--- config.mk ---
export PLATFORM = sky130hd
export DESIGN_NAME = gray_count_ctrl_flat
export DESIGN_NICKNAME = d
export VERILOG_FILES = /design/src/rtl/gray_count_ctrl_pkg.sv /design/src/rtl/gray_count_ctrl_if.sv /design/src/rtl/gray_count_ctrl_core.sv /design/src/rtl/gray_count_ctrl.sv /design/src/flat_wrapper.sv
export SDC_FILE = /design/constraint.sdc
export NUM_CORES = 1
export LEC_CHECK = 0
export BUFFER_PORTS_ARGS = -buffer_cell sky130_fd_sc_hd__clkbuf_2
export CORE_ASPECT_RATIO = 1.25
export CORE_MARGIN = 8
export CORE_UTILIZATION = 40
export CTS_CLUSTER_SIZE = 30
export DETAILED_ROUTE_END_ITERATION = 8
export PLACE_DENSITY = 0.73
export SKIP_LAST_GASP = 1
export SLEW_MARGIN = 10
export SYNTH_ARGS = -nofsm -noshare
export SYNTH_HDL_FRONTEND = slang
export SYNTH_HIERARCHICAL = 1
export SYNTH_SLANG_ARGS = --single-unit
--- constraint.sdc ---
create_clock -name clk -period 5.6 [get_ports clk]
set_input_delay 0.28 -clock clk [delete_from_list [all_inputs] [get_ports clk]]
set_output_delay 0.28 -clock clk [all_outputs]
set_load 0.05 [all_outputs]
--- src/rtl/gray_count_ctrl_pkg.sv ---
// Shared types and helpers for the Gray counter sequencer.
// State encoding and the binary-to-Gray conversion.
package gray_ctrl_pkg;

    localparam int MAX_W = 32;

    typedef enum logic [1:0] {
        IDLE = 2'd0,
        RUN  = 2'd1,
        HOLD = 2'd2,
        DONE = 2'd3
    } state_t;

    // Callers zero-extend up to MAX_W and truncate the result to their width;
    // the extension leaves the low bits of the Gray code unchanged.
    function automatic logic [MAX_W-1:0] bin2gray(input logic [MAX_W-1:0] b);
        return b ^ (b >> 1);
    endfunction

endpackage

--- src/rtl/gray_count_ctrl_if.sv ---
// Command/config/status bundle of the Gray counter sequencer.
// master drives commands and reads status; slave is the sequencer.
interface gray_count_ctrl_if #(
    parameter int WIDTH = 4
);
    logic             start;
    logic             stop;
    logic             pause;
    logic [WIDTH-1:0] cfg_limit;
    logic             cfg_oneshot;
    logic [WIDTH-1:0] bin_count;
    logic [WIDTH-1:0] gray_count;
    logic             busy;
    logic             done;
    logic             wrap;
    logic [1:0]       state;

    modport master (
        output start, stop, pause, cfg_limit, cfg_oneshot,
        input  bin_count, gray_count, busy, done, wrap, state
    );

    modport slave (
        input  start, stop, pause, cfg_limit, cfg_oneshot,
        output bin_count, gray_count, busy, done, wrap, state
    );
endinterface

--- src/rtl/gray_count_ctrl_core.sv ---
// Registered binary counter with a registered Gray twin.
// Gray is encoded from the next binary value so both flops agree every cycle.
module gray_counter_core
    import gray_ctrl_pkg::*;
#(
    parameter int WIDTH = 4
) (
    input  logic             clk,
    input  logic             reset,
    input  logic             i_clr,
    input  logic             i_inc,
    output logic [WIDTH-1:0] o_bin,
    output logic [WIDTH-1:0] o_gray
);

    logic [WIDTH-1:0] r_bin;
    logic [WIDTH-1:0] r_gray;
    logic [WIDTH-1:0] w_next;

    // Next count: clear wins, else increment, else hold.
    always_comb begin
        w_next = r_bin;
        if (i_clr)
            w_next = '0;
        else if (i_inc)
            w_next = r_bin + 1'b1;
    end

    // Count and its Gray code registered together.
    always_ff @(posedge clk or posedge reset) begin
        if (reset) begin
            r_bin  <= '0;
            r_gray <= '0;
        end else begin
            r_bin  <= w_next;
            r_gray <= WIDTH'(bin2gray(MAX_W'(w_next)));
        end
    end

    assign o_bin  = r_bin;
    assign o_gray = r_gray;

endmodule

--- src/rtl/gray_count_ctrl.sv ---
// Start/pause/stop sequencer around the Gray counter core.
// Counts 0..limit, then finishes (one-shot) or wraps (free-run).
module gray_count_ctrl
    import gray_ctrl_pkg::*;
#(
    parameter int WIDTH = 4
) (
    input  logic             clk,
    input  logic             reset,
    gray_count_ctrl_if.slave bus
);

    state_t           r_state;
    logic [WIDTH-1:0] r_limit;
    logic             r_oneshot;
    logic             r_busy;
    logic             r_done;
    logic             r_wrap;

    state_t           w_state_nxt;
    logic             w_clr;
    logic             w_inc;
    logic             w_wrap_nxt;
    logic             w_at_lim;
    logic             w_accept;
    logic [WIDTH-1:0] w_bin;
    logic [WIDTH-1:0] w_gray;

    assign w_at_lim = (w_bin == r_limit);
    assign w_accept = (r_state == IDLE) && bus.start && !bus.stop;

    // Next state and counter controls; stop beats pause beats advance.
    always_comb begin
        w_state_nxt = r_state;
        w_clr       = 1'b0;
        w_inc       = 1'b0;
        w_wrap_nxt  = 1'b0;
        unique case (r_state)
            IDLE: begin
                w_clr = 1'b1;
                if (w_accept)
                    w_state_nxt = RUN;
            end
            RUN: begin
                if (bus.stop) begin
                    w_clr       = 1'b1;
                    w_state_nxt = IDLE;
                end else if (bus.pause) begin
                    w_state_nxt = HOLD;
                end else if (!w_at_lim) begin
                    w_inc = 1'b1;
                end else if (r_oneshot) begin
                    w_state_nxt = DONE;
                end else begin
                    w_clr      = 1'b1;
                    w_wrap_nxt = 1'b1;
                end
            end
            HOLD: begin
                if (bus.stop) begin
                    w_clr       = 1'b1;
                    w_state_nxt = IDLE;
                end else if (!bus.pause) begin
                    w_state_nxt = RUN;
                end
            end
            DONE: begin
                w_clr       = 1'b1;
                w_state_nxt = IDLE;
            end
            default: begin
                w_clr       = 1'b1;
                w_state_nxt = IDLE;
            end
        endcase
    end

    // FSM state, registered status and config latched on an accepted start.
    always_ff @(posedge clk or posedge reset) begin
        if (reset) begin
            r_state   <= IDLE;
            r_limit   <= '0;
            r_oneshot <= 1'b0;
            r_busy    <= 1'b0;
            r_done    <= 1'b0;
            r_wrap    <= 1'b0;
        end else begin
            r_state <= w_state_nxt;
            r_busy  <= (w_state_nxt == RUN) || (w_state_nxt == HOLD);
            r_done  <= (w_state_nxt == DONE);
            r_wrap  <= w_wrap_nxt;
            if (w_accept) begin
                r_limit   <= bus.cfg_limit;
                r_oneshot <= bus.cfg_oneshot;
            end
        end
    end

    gray_counter_core #(
        .WIDTH (WIDTH)
    ) u_core (
        .clk    (clk),
        .reset  (reset),
        .i_clr  (w_clr),
        .i_inc  (w_inc),
        .o_bin  (w_bin),
        .o_gray (w_gray)
    );

    assign bus.bin_count  = w_bin;
    assign bus.gray_count = w_gray;
    assign bus.busy       = r_busy;
    assign bus.done       = r_done;
    assign bus.wrap       = r_wrap;
    assign bus.state      = r_state;

endmodule

--- src/flat_wrapper.sv ---
// flat-port wrapper written by rule: the top's interface ports become plain ports
module gray_count_ctrl_flat import gray_ctrl_pkg::*;
#(
    parameter int WIDTH = 4
)
  (clk, reset, bus_start, bus_stop, bus_pause, bus_cfg_limit, bus_cfg_oneshot, bus_bin_count, bus_gray_count, bus_busy, bus_done, bus_wrap, bus_state);
  gray_count_ctrl_if #(.WIDTH(WIDTH)) bus_i ();
  input  logic clk;
  input  logic reset;
  input wire logic [$bits(bus_i.start)-1:0] bus_start;
  input wire logic [$bits(bus_i.stop)-1:0] bus_stop;
  input wire logic [$bits(bus_i.pause)-1:0] bus_pause;
  input wire logic [$bits(bus_i.cfg_limit)-1:0] bus_cfg_limit;
  input wire logic [$bits(bus_i.cfg_oneshot)-1:0] bus_cfg_oneshot;
  output wire logic [$bits(bus_i.bin_count)-1:0] bus_bin_count;
  output wire logic [$bits(bus_i.gray_count)-1:0] bus_gray_count;
  output wire logic [$bits(bus_i.busy)-1:0] bus_busy;
  output wire logic [$bits(bus_i.done)-1:0] bus_done;
  output wire logic [$bits(bus_i.wrap)-1:0] bus_wrap;
  output wire logic [$bits(bus_i.state)-1:0] bus_state;
  assign bus_i.start = bus_start;
  assign bus_i.stop = bus_stop;
  assign bus_i.pause = bus_pause;
  assign bus_i.cfg_limit = bus_cfg_limit;
  assign bus_i.cfg_oneshot = bus_cfg_oneshot;
  assign bus_bin_count = bus_i.bin_count;
  assign bus_gray_count = bus_i.gray_count;
  assign bus_busy = bus_i.busy;
  assign bus_done = bus_i.done;
  assign bus_wrap = bus_i.wrap;
  assign bus_state = bus_i.state;
  gray_count_ctrl #(.WIDTH(WIDTH)) u_core (.clk(clk), .reset(reset), .bus(bus_i));
endmodule
==> tab_implementation.tex, run 1 <==
\begin{tabular}{lr}
\hline
Metric & Value \\
\hline
\multicolumn{2}{l}{\textbf{Run status}} \\
Status & finished clean \\
\multicolumn{2}{l}{\textbf{Power and ir drop}} \\
Power, Total & 0.461 mW \\
Clock power frac & 0.139 \\
Part of the total power dissipated in combinational logic & 0.458 \\
Switching power as a share of total power & 0.448 \\
Pwr per Cell Area & 424 nW/µm² \\
Sw power & 0.207 mW \\
Leakage component of the power & 0.539 nW \\
Power share of the sequential group & 0.403 \\
Pint & 0.255 mW \\
Worst ir drop on vdd & 0.208 mV \\
\multicolumn{2}{l}{\textbf{Synthesis}} \\
Post-synth top area cell & dfrtp\_1 \\
Post-Synthesis Cells & 85 \\
Post-synthesis sequential area ratio & 0.463 \\
Yosys warning total & 6 \\
Synthesized area per cell & 10.8 µm² \\
Post-synth cell types & 30 \\
Number of flip-flops and latches in the synthesized netlist & 17 \\
Post-synthesis net count & 100 \\
Top cells by area, synth & dfrtp\_1 46\%, xor2\_1 7.6\%, ha\_1 6.8\% \\
Netlist area before placement & 920 µm² \\
Top cell type's share of synthesized area & 0.463 \\
\multicolumn{2}{l}{\textbf{Critical path}} \\
RR Startpoint & u\_core/bus.state[1] \\
Critical path buffers and inverters & 2 \\
Crit-path max FO & 7 \\
Worst Path Required & 5.75 ns \\
Ordered list of cells on the worst path & inv\_1, ha\_1, nand2\_1, nor3\_1, inv\_1, o21ai\_0, a21o\_1, a21oi\_1 \\
Worst setup slack for register-to-register paths & 3.23 ns \\
Top delay family on crit path & simple AND/OR/NAND/NOR gates \\
Peak per-stage delay on the critical path & 0.61 ns \\
Reg2Reg Depth & 8 \\
Startpoint-to-endpoint class of the critical path & reg2reg \\
Cell with the most instances on the worst path & inv\_1 \\
Critical path startpoint category & register \\
FF-to-FF End & u\_core/u\_core/o\_gray[2] \\
Crit-path slowest cell & nor3\_1 \\
Critical path capture point type & register \\
Data arrival at the endpoint of the critical path & 2.52 ns \\
\multicolumn{2}{l}{\textbf{Run}} \\
Max-Cap Viols & 0 \\
\multicolumn{2}{l}{\textbf{Global route}} \\
Antenna violations before repair & 0 \\
Overall Global Routing Usage & 0.0979 \\
Most Crowded Layer GR & met2 \\
Largest net degree at the start of global routing & 11 \\
First-pass GRT wire length & 3260 µm \\
Number of global-route vias before repair & 757 \\
Met2 demand-to-capacity share in global routing & 0.164 \\
GR Layer Usage met3 & 0.0241 \\
Total gr overflow & 0 \\
Global routing met1 resource utilization & 0.107 \\
\multicolumn{2}{l}{\textbf{STA}} \\
Final setup TNS & 0 ns \\
Final Setup Violations & 0 \\
Final worst hold slack & 0.226 ns \\
Actual transition at the worst max-transition pin & 0.768 ns \\
Fin crit share & 0.424 \\
Unrepaired setup endpoints after global routing & no \\
FMAX & 421 MHz \\
Worst Setup Slack, final & 3.23 ns \\
Final-report hold violation count & 0 \\
Count of pins over their slew limit & 0 \\
Layout Skew & 0.00454 ns \\
Relative max-transition margin & 0.484 \\
Final min period & 2.37 ns \\
\multicolumn{2}{l}{\textbf{Placement}} \\
Placed instance area & 1050 µm² \\
Post-DP HPWL & 1620 µm \\
Dpl ws & 3.28 ns \\
Number of input and output port buffers inserted & 22 \\
Weighted congestion at the end of routability-driven global placement & 0.873 \\
\multicolumn{2}{l}{\textbf{Drt}} \\
Vias post-DR & 707 \\
Iteration count of the initial detailed-routing pass & 4 \\
Iteration-0 DRC count of the detailed router & 13 \\
Count of nets left with antenna violations after detail routing & 0 \\
Post-route DRC violation count & 0 \\
Routed WL & 1940 µm \\
Wirelength per Cell & 13.9 µm \\
Via density per instance & 5.05 \\
\multicolumn{2}{l}{\textbf{Worst hold path}} \\
Worst min-delay path class & in2reg \\
Hold depth & 2 \\
Capture endpoint of the worst hold path & u\_core/r\_limit[0] \\
Hold Path Origin & bus\_cfg\_limit[0] \\
\multicolumn{2}{l}{\textbf{Floorplanning}} \\
Core footprint & 2190 µm² \\
Initial Util & 0.420 \\
Vertical die dimension & 69.6 µm \\
Count of boundary I/O pins & 23 \\
Row Count & 19 \\
Die extent in x & 58.9 µm \\
Die area & 4100 µm² \\
\multicolumn{2}{l}{\textbf{Clocking}} \\
CTS tree & yes \\
Largest buffer count on any clock path & 2 \\
Buffer cell driving the clock tree root & clkbuf\_4 \\
Clock Sink Count & 17 \\
CTS H-tree lvls & 1 \\
Inserted Clock Buffers & 3 \\
Clock transition time at the flip-flop clock pins of the worst setup and hold paths & 0.10 ns \\
Clock latency on the worst-skew pair & 0.29 ns \\
CTS-repair resized insts & 0 \\
\multicolumn{2}{l}{\textbf{Finish}} \\
Inserted Diodes & 0 \\
Final Cell Area & 1090 µm² \\
Share of final-layout standard cells stronger than drive strength 1 & 0.330 \\
Most common cell after layout, fill and taps aside & clkbuf\_2 \\
Highest-count cells in the layout ignoring fill and taps & 22 x clkbuf\_2, 17 x dfrtp\_1, 8 x xor2\_1, 7 x inv\_1 \\
Nets@finish & 125 \\
Area growth, synth to finish & 18.2\% \\
\hline
\end{tabular}
cell usage after synthesis, drive strengths merged:
cell type,number
xor2,8
inv,7
a21boi,1
nor3,2
o32a,1
o32ai,1
a31oi,2
a21oi,2
buf,2
nand4,1
nand2,5
mux2,5
mux2i,2
xnor2,1
a211oi,1
nor2b,2
o21ai,4
a21o,1
nand3,1
ha,5
dfrtp,17
nor2,7
nor4,1
and3,1
o211ai,3
nand2b,1
clkbuf,1
stage by stage:
step / utilization / std cells
final: 0.497 / 140
after floorplan: - / 85
after CTS: 0.497 / 140
after global routing: 0.497 / 140
after global placement: 0.480 / 135
after detailed placement: 0.480 / 135
metal layers:
metal / vias up / part of all wire
li1: 345 / -
met1: 332 / 0.41
met2: 26 / 0.50
met3: 4 / 0.070
met4: 0 / 0.017
met5: - / 0
flip-flops by register name, summed over array words and instances, names as in the netlist:
signal / cells
u_core/bus.busy: 1
u_core/u_core/o_gray: 3
u_core/bus.done: 1
u_core/bus.wrap: 1
u_core/u_core/o_bin: 4
u_core/r_limit: 4
u_core/bus.state: 2
u_core/r_oneshot: 1
worst max path at each step:
stage | startpoint | end | slack, ns | depth (start not counted)
6_report | u_core/bus.state[1] | u_core/u_core/o_gray[2] | 3.23 | 8
5_1_grt | u_core/bus.state[1] | u_core/u_core/o_gray[2] | 3.03 | 8
4_1_cts | u_core/bus.state[1] | u_core/u_core/o_gray[1] | 3.25 | 8
3_3_place_gp | u_core/bus.state[1] | u_core/u_core/o_gray[1] | 3.40 | 8
2_1_floorplan | u_core/bus.state[0] | u_core/u_core/o_gray[0] | 3.47 | 7
3_5_place_dp | u_core/bus.state[1] | u_core/u_core/o_gray[1] | 3.28 | 8
cells by family after synthesis:
logic type      after synthesis  share of synthesized area
simple gates                 21                      0.136
flops                        17                      0.463
compound gates               16                      0.116
buf+inv                      10                     0.0490
xor+xnor                      9                     0.0857
mux                           7                     0.0830
fa+ha+maj                     5                     0.0680
power groups by stage:
stage	combinational (mW)	clock, mW	sequential (mW)
after detailed placement	0.210	0	0.190
after CTS	0.212	0.0655	0.187
final	0.211	0.0640	0.186
after floorplan	0.123	0	0.228
after global placement	0.204	0	0.187
after global routing	0.229	0.0715	0.190
repair_timing:
action                                 in CTS  in global routing
setup buffers                               0                  0
hold buffers                                1                  0
endpoints found under the hold margin      17                  0
cell type report:
class,instances,area [µm²]
Timing Repair Buffer,23,120
Clock inverter,1,5.00
Inverter,7,26.3
Clock buffer,3,22.5
Fill cell,222,1100
Tap cell,31,38.8
Sequential cell,17,425
Multi-Input combinational cell,58,449
No activity file was read; power rests on OpenSTA's default activity.
==> run 2, diff against run 1 <==
- ABC_AREA: not set -> 1
- clock period: 5.6 -> 2.49 ns (I/O delays scaled with it)
==> run 2 against run 1 <==
  * Setup slack got worse by 2.8 ns
  * Count of clock-buffer cells in the layout is the same
  * Highest routed layer unchanged
  * Sequential cell count stayed put
  * Combinational power rose by 140%
  * Clock skew up 0.0019 ns
  * Register-to-register slack worse by 2.8 ns
  * Critical endpoint unchanged
  * Via count is 15% higher
  * Utilization rose by 1.2 points
  * Sequential power grew 120%
  * Critical path depth grew 3
  * Clock power increased by 130%
  * Largest cell class is now flip-flops and latches
  * Synthesized cell count is 45% higher
==> tab_implementation.tex, run 2 <==
\begin{tabular}{lr}
\hline
Metric & Value \\
\hline
\multicolumn{2}{l}{\textbf{Synthesis}} \\
Mux contribution to synthesized area & 0 (-0.0830) \\
Post-synth cell types & 21 (-30\%) \\
Top cells by area, synth & dfrtp\_1 45\%, nand2\_1 14\%, inv\_1 9.5\% \\
Post-Synthesis Cells & 123 (+45\%) \\
Yosys warning total & 6 (unchanged) \\
Synthesized area per cell & 7.68 µm² (-29\%) \\
Dominant combinational cell family by area after synthesis & simple AND/OR/NAND/NOR gates \\
Post-synthesis compound-gate area fraction & 0.0795 (-0.0362) \\
Most instantiated cells after synthesis & 35 x nand2\_1, 24 x inv\_1, 17 x dfrtp\_1 \\
Top flip-flop cell by instance count after synthesis & dfrtp\_1 \\
Synth Area in XOR/XNOR & 0.0185 (-0.0672) \\
Fraction of the mapped netlist area in simple logic gates & 0.273 (+0.137) \\
Cell with the most instances after synthesis & nand2\_1 \\
Ys async rst share & 1.00 (unchanged) \\
Number of flip-flops and latches in the synthesized netlist & 17 (unchanged) \\
Netlist area before placement & 945 µm² (+2.7\%) \\
Number of synthesized flops with an enable pin & 0 (unchanged) \\
Post-synth top area cell & dfrtp\_1 \\
Post-synthesis sequential area ratio & 0.450 (-0.0123) \\
Area share of fa/ha/maj cells after synthesis & 0.0662 (-0.00180) \\
Post-synthesis net count & 138 (+38\%) \\
Top cell type's share of synthesized area & 0.450 (-0.0123) \\
\multicolumn{2}{l}{\textbf{Placement}} \\
Weighted congestion at the end of routability-driven global placement & 0.875 (+0.32\%) \\
Cell count after placement & 174 (+29\%) \\
Dpl ws & 0.304 ns (-2.97 ns) \\
Post-DP HPWL & 1620 µm (-0.21\%) \\
Number of input and output port buffers inserted & 22 (unchanged) \\
\multicolumn{2}{l}{\textbf{Power and ir drop}} \\
Pwr per Cell Area & 941 nW/µm² (+120\%) \\
Pint & 0.559 mW (+120\%) \\
Clock power frac & 0.139 (about the same) \\
Power share of the sequential group & 0.381 (-0.022) \\
Part of the total power dissipated in combinational logic & 0.480 (+0.022) \\
Worst ir drop on vdd & 0.494 mV (+140\%) \\
Leakage component of the power & 0.635 nW (+18\%) \\
Switching power as a share of total power & 0.472 (+0.0243) \\
Sw power & 0.500 mW (+140\%) \\
\multicolumn{2}{l}{\textbf{Critical path}} \\
Worst setup slack for register-to-register paths & 0.48 ns (-2.75 ns) \\
Startpoint-to-endpoint class of the critical path & reg2reg \\
Crit-path max FO & 6 (-1) \\
Worst Path Required & 2.67 ns (-3.08 ns) \\
Critical path capture point type & register \\
Data arrival at the endpoint of the critical path & 2.19 ns (-0.33 ns) \\
Critical path startpoint category & register \\
\multicolumn{2}{l}{\textbf{Drt}} \\
Wirelength per Cell & 11.0 µm (-21\%) \\
Post-route DRC violation count & 0 (unchanged) \\
Count of nets left with antenna violations after detail routing & 0 (unchanged) \\
Routed WL & 1970 µm (+1.6\%) \\
Via density per instance & 4.56 (-9.7\%) \\
Vias post-DR & 816 (+15\%) \\
Iteration count of the initial detailed-routing pass & 4 (unchanged) \\
Iteration-0 DRC count of the detailed router & 22 (+9) \\
\multicolumn{2}{l}{\textbf{Clocking}} \\
Largest buffer count on any clock path & 2 (unchanged) \\
CTS H-tree lvls & 1 (unchanged) \\
Clock transition time at the flip-flop clock pins of the worst setup and hold paths & 0.10 ns (about the same) \\
Clock Sink Count & 17 (unchanged) \\
Post-CTS setup repair buffer count & 0 (unchanged) \\
Buffer cell driving the clock tree root & clkbuf\_4 \\
Inserted Clock Buffers & 3 (unchanged) \\
Clock latency on the worst-skew pair & 0.28 ns (about the same) \\
CTS tree & yes \\
\multicolumn{2}{l}{\textbf{Floorplanning}} \\
Initial Util & 0.427 (+0.00680) \\
Die extent in x & 59.5 µm (+0.98\%) \\
Vertical die dimension & 70.3 µm (+1.0\%) \\
Row Count & 19 (unchanged) \\
Core footprint & 2210 µm² (+1.1\%) \\
Count of boundary I/O pins & 23 (unchanged) \\
Die area & 4180 µm² (+2.0\%) \\
\multicolumn{2}{l}{\textbf{STA}} \\
Worst Setup Slack, final & 0.475 ns (-2.75 ns) \\
FMAX & 496 MHz (+18\%) \\
Relative max-transition margin & 0.733 (+0.248) \\
Final min period & 2.01 ns (-0.360 ns) \\
Actual transition at the worst max-transition pin & 0.401 ns (-0.367 ns) \\
Final-report hold violation count & 0 (unchanged) \\
Final Setup Violations & 0 (unchanged) \\
Final worst hold slack & 0.0321 ns (-0.194 ns) \\
Final setup TNS & 0 ns (unchanged) \\
Unrepaired setup endpoints after global routing & no \\
Fin crit share & 0.809 (+0.385) \\
Count of pins over their slew limit & 0 (unchanged) \\
Layout Skew & 0.00644 ns (+0.00190 ns) \\
\multicolumn{2}{l}{\textbf{Finish}} \\
Register Area & 425 µm² (unchanged) \\
Highest-count cells in the layout ignoring fill and taps & 35 x nand2\_1, 24 x inv\_1, 22 x clkbuf\_2, 17 x dfrtp\_1, 11 x nor2\_1 \\
Number of standard cells in the final layout excluding fillers & 179 (+28\%) \\
Filler cell count & 226 (+1.8\%) \\
Most common cell after layout, fill and taps aside & nand2\_1 \\
Share of final-layout standard cells stronger than drive strength 1 & 0.236 (-0.0938) \\
Area growth, synth to finish & 19.2\% \\
Post-route core utilization & 0.509 (+0.0122) \\
Multi-input logic area & 418 µm² (-7.0\%) \\
Inserted Diodes & 0 (unchanged) \\
Nets@finish & 164 (+31\%) \\
\multicolumn{2}{l}{\textbf{Worst hold path}} \\
Worst min-delay path class & in2reg \\
\multicolumn{2}{l}{\textbf{Global route}} \\
Number of global-route vias before repair & 842 (+11\%) \\
Antenna violations before repair & 0 (unchanged) \\
Largest net degree at the start of global routing & 12 (+1) \\
Overall Global Routing Usage & 0.103 (+0.00550) \\
First-pass GRT wire length & 3540 µm (+8.7\%) \\
Total gr overflow & 0 (unchanged) \\
\multicolumn{2}{l}{\textbf{Run}} \\
Max-Cap Viols & 0 (unchanged) \\
\multicolumn{2}{l}{\textbf{Run status}} \\
Status & finished clean \\
\hline
\end{tabular}
## run 2: cell types whose count changed after synthesis, sizes merged, moves of 2 or more
cell / before / now
nand2: 5 / 36
inv: 7 / 25
nand3: 1 / 9
nor2: 7 / 14
xor2: 8 / 1
mux2: 5 / 0
o211ai: 3 / 0
a31oi: 2 / 0
mux2i: 2 / 0
nor2b: 2 / 0
o21ai: 4 / 6
## run 2: path summary, 6_finish.rpt
check                                         start                      end  cells past startpoint
worst max-delay path            u_core/bus.state[1]  u_core/u_core/o_gray[2]                     11
worst min-delay path               bus_cfg_limit[3]        u_core/r_limit[3]                      3
worst max register to register  u_core/bus.state[1]  u_core/u_core/o_gray[2]                     11
worst min register to register    u_core/r_limit[3]        u_core/r_limit[3]                      2
max in group asynchronous                     reset        u_core/r_limit[2]                      3
min in group asynchronous                     reset  u_core/u_core/o_gray[0]                      3
## run 2: stage by stage
stage / cell area (µm²) / total power [mW]
3_5_place_dp: 1080 / 0.914
3_3_place_gp: 1080 / 0.901
2_1_floorplan: 945 / 0.804
5_1_grt: 1130 / 1.16
4_1_cts: 1120 / 1.07
6_report: 1130 / 1.06
## run 2: power by group through the flow
stage / combinational (mW) / clock (mW) / sequential (mW)
final: 0.508 / 0.147 / 0.404
after global routing: 0.582 / 0.167 / 0.415
after CTS: 0.508 / 0.155 / 0.405
after detailed placement: 0.504 / 0 / 0.409
after global placement: 0.494 / 0 / 0.408
after floorplan: 0.287 / 0 / 0.517
## run 2: area by class of cell
cell class                      instances  share of cell area
Sequential cell                        17               0.378
Multi-Input combinational cell         79               0.371
Clock inverter                          1             0.00667
Tap cell                               31              0.0344
Inverter                               25              0.0833
Timing Repair Buffer                   23               0.107
Clock buffer                            3              0.0200
## run 2: repair_timing
| item | 4_1_cts | 5_1_grt |
|---|---|---|
| hold buffers | 1 | 0 |
| endpoints found under the setup margin | 0 | 1 |
| endpoints found under the hold margin | 17 | 0 |
| gates resized for setup | 0 | 1 |
## run 2: metal layers
metal / up-vias / global-route usage / wire length (µm)
li1: 425 / - / -
met1: 366 / 0.114 / 849
met4: 0 / 0.0240 / 10
met2: 23 / 0.182 / 942
met3: 2 / 0.0330 / 170
met5: - / 0 / 0
## run 2: logic make-up after synthesis
kind of cell,count (synthesis)
adder cells (fa/ha/maj),5
buffers and inverters,27
AO/OA/AOI/OAI,12
XOR/XNOR,2
flip-flops,17
AND/OR/NAND/NOR,60
## run 2: critical path, stage by stage (launching register included)
cell	delay [ns]
dfrtp_1	0.44
inv_1	0.13
ha_1	0.18
inv_1	0.07
nor2_1	0.13
inv_1	0.08
nor3_2	0.34
nand2_2	0.14
o21bai_2	0.20
nand3_2	0.09
nand2_1	0.07
nand2_1	0.05
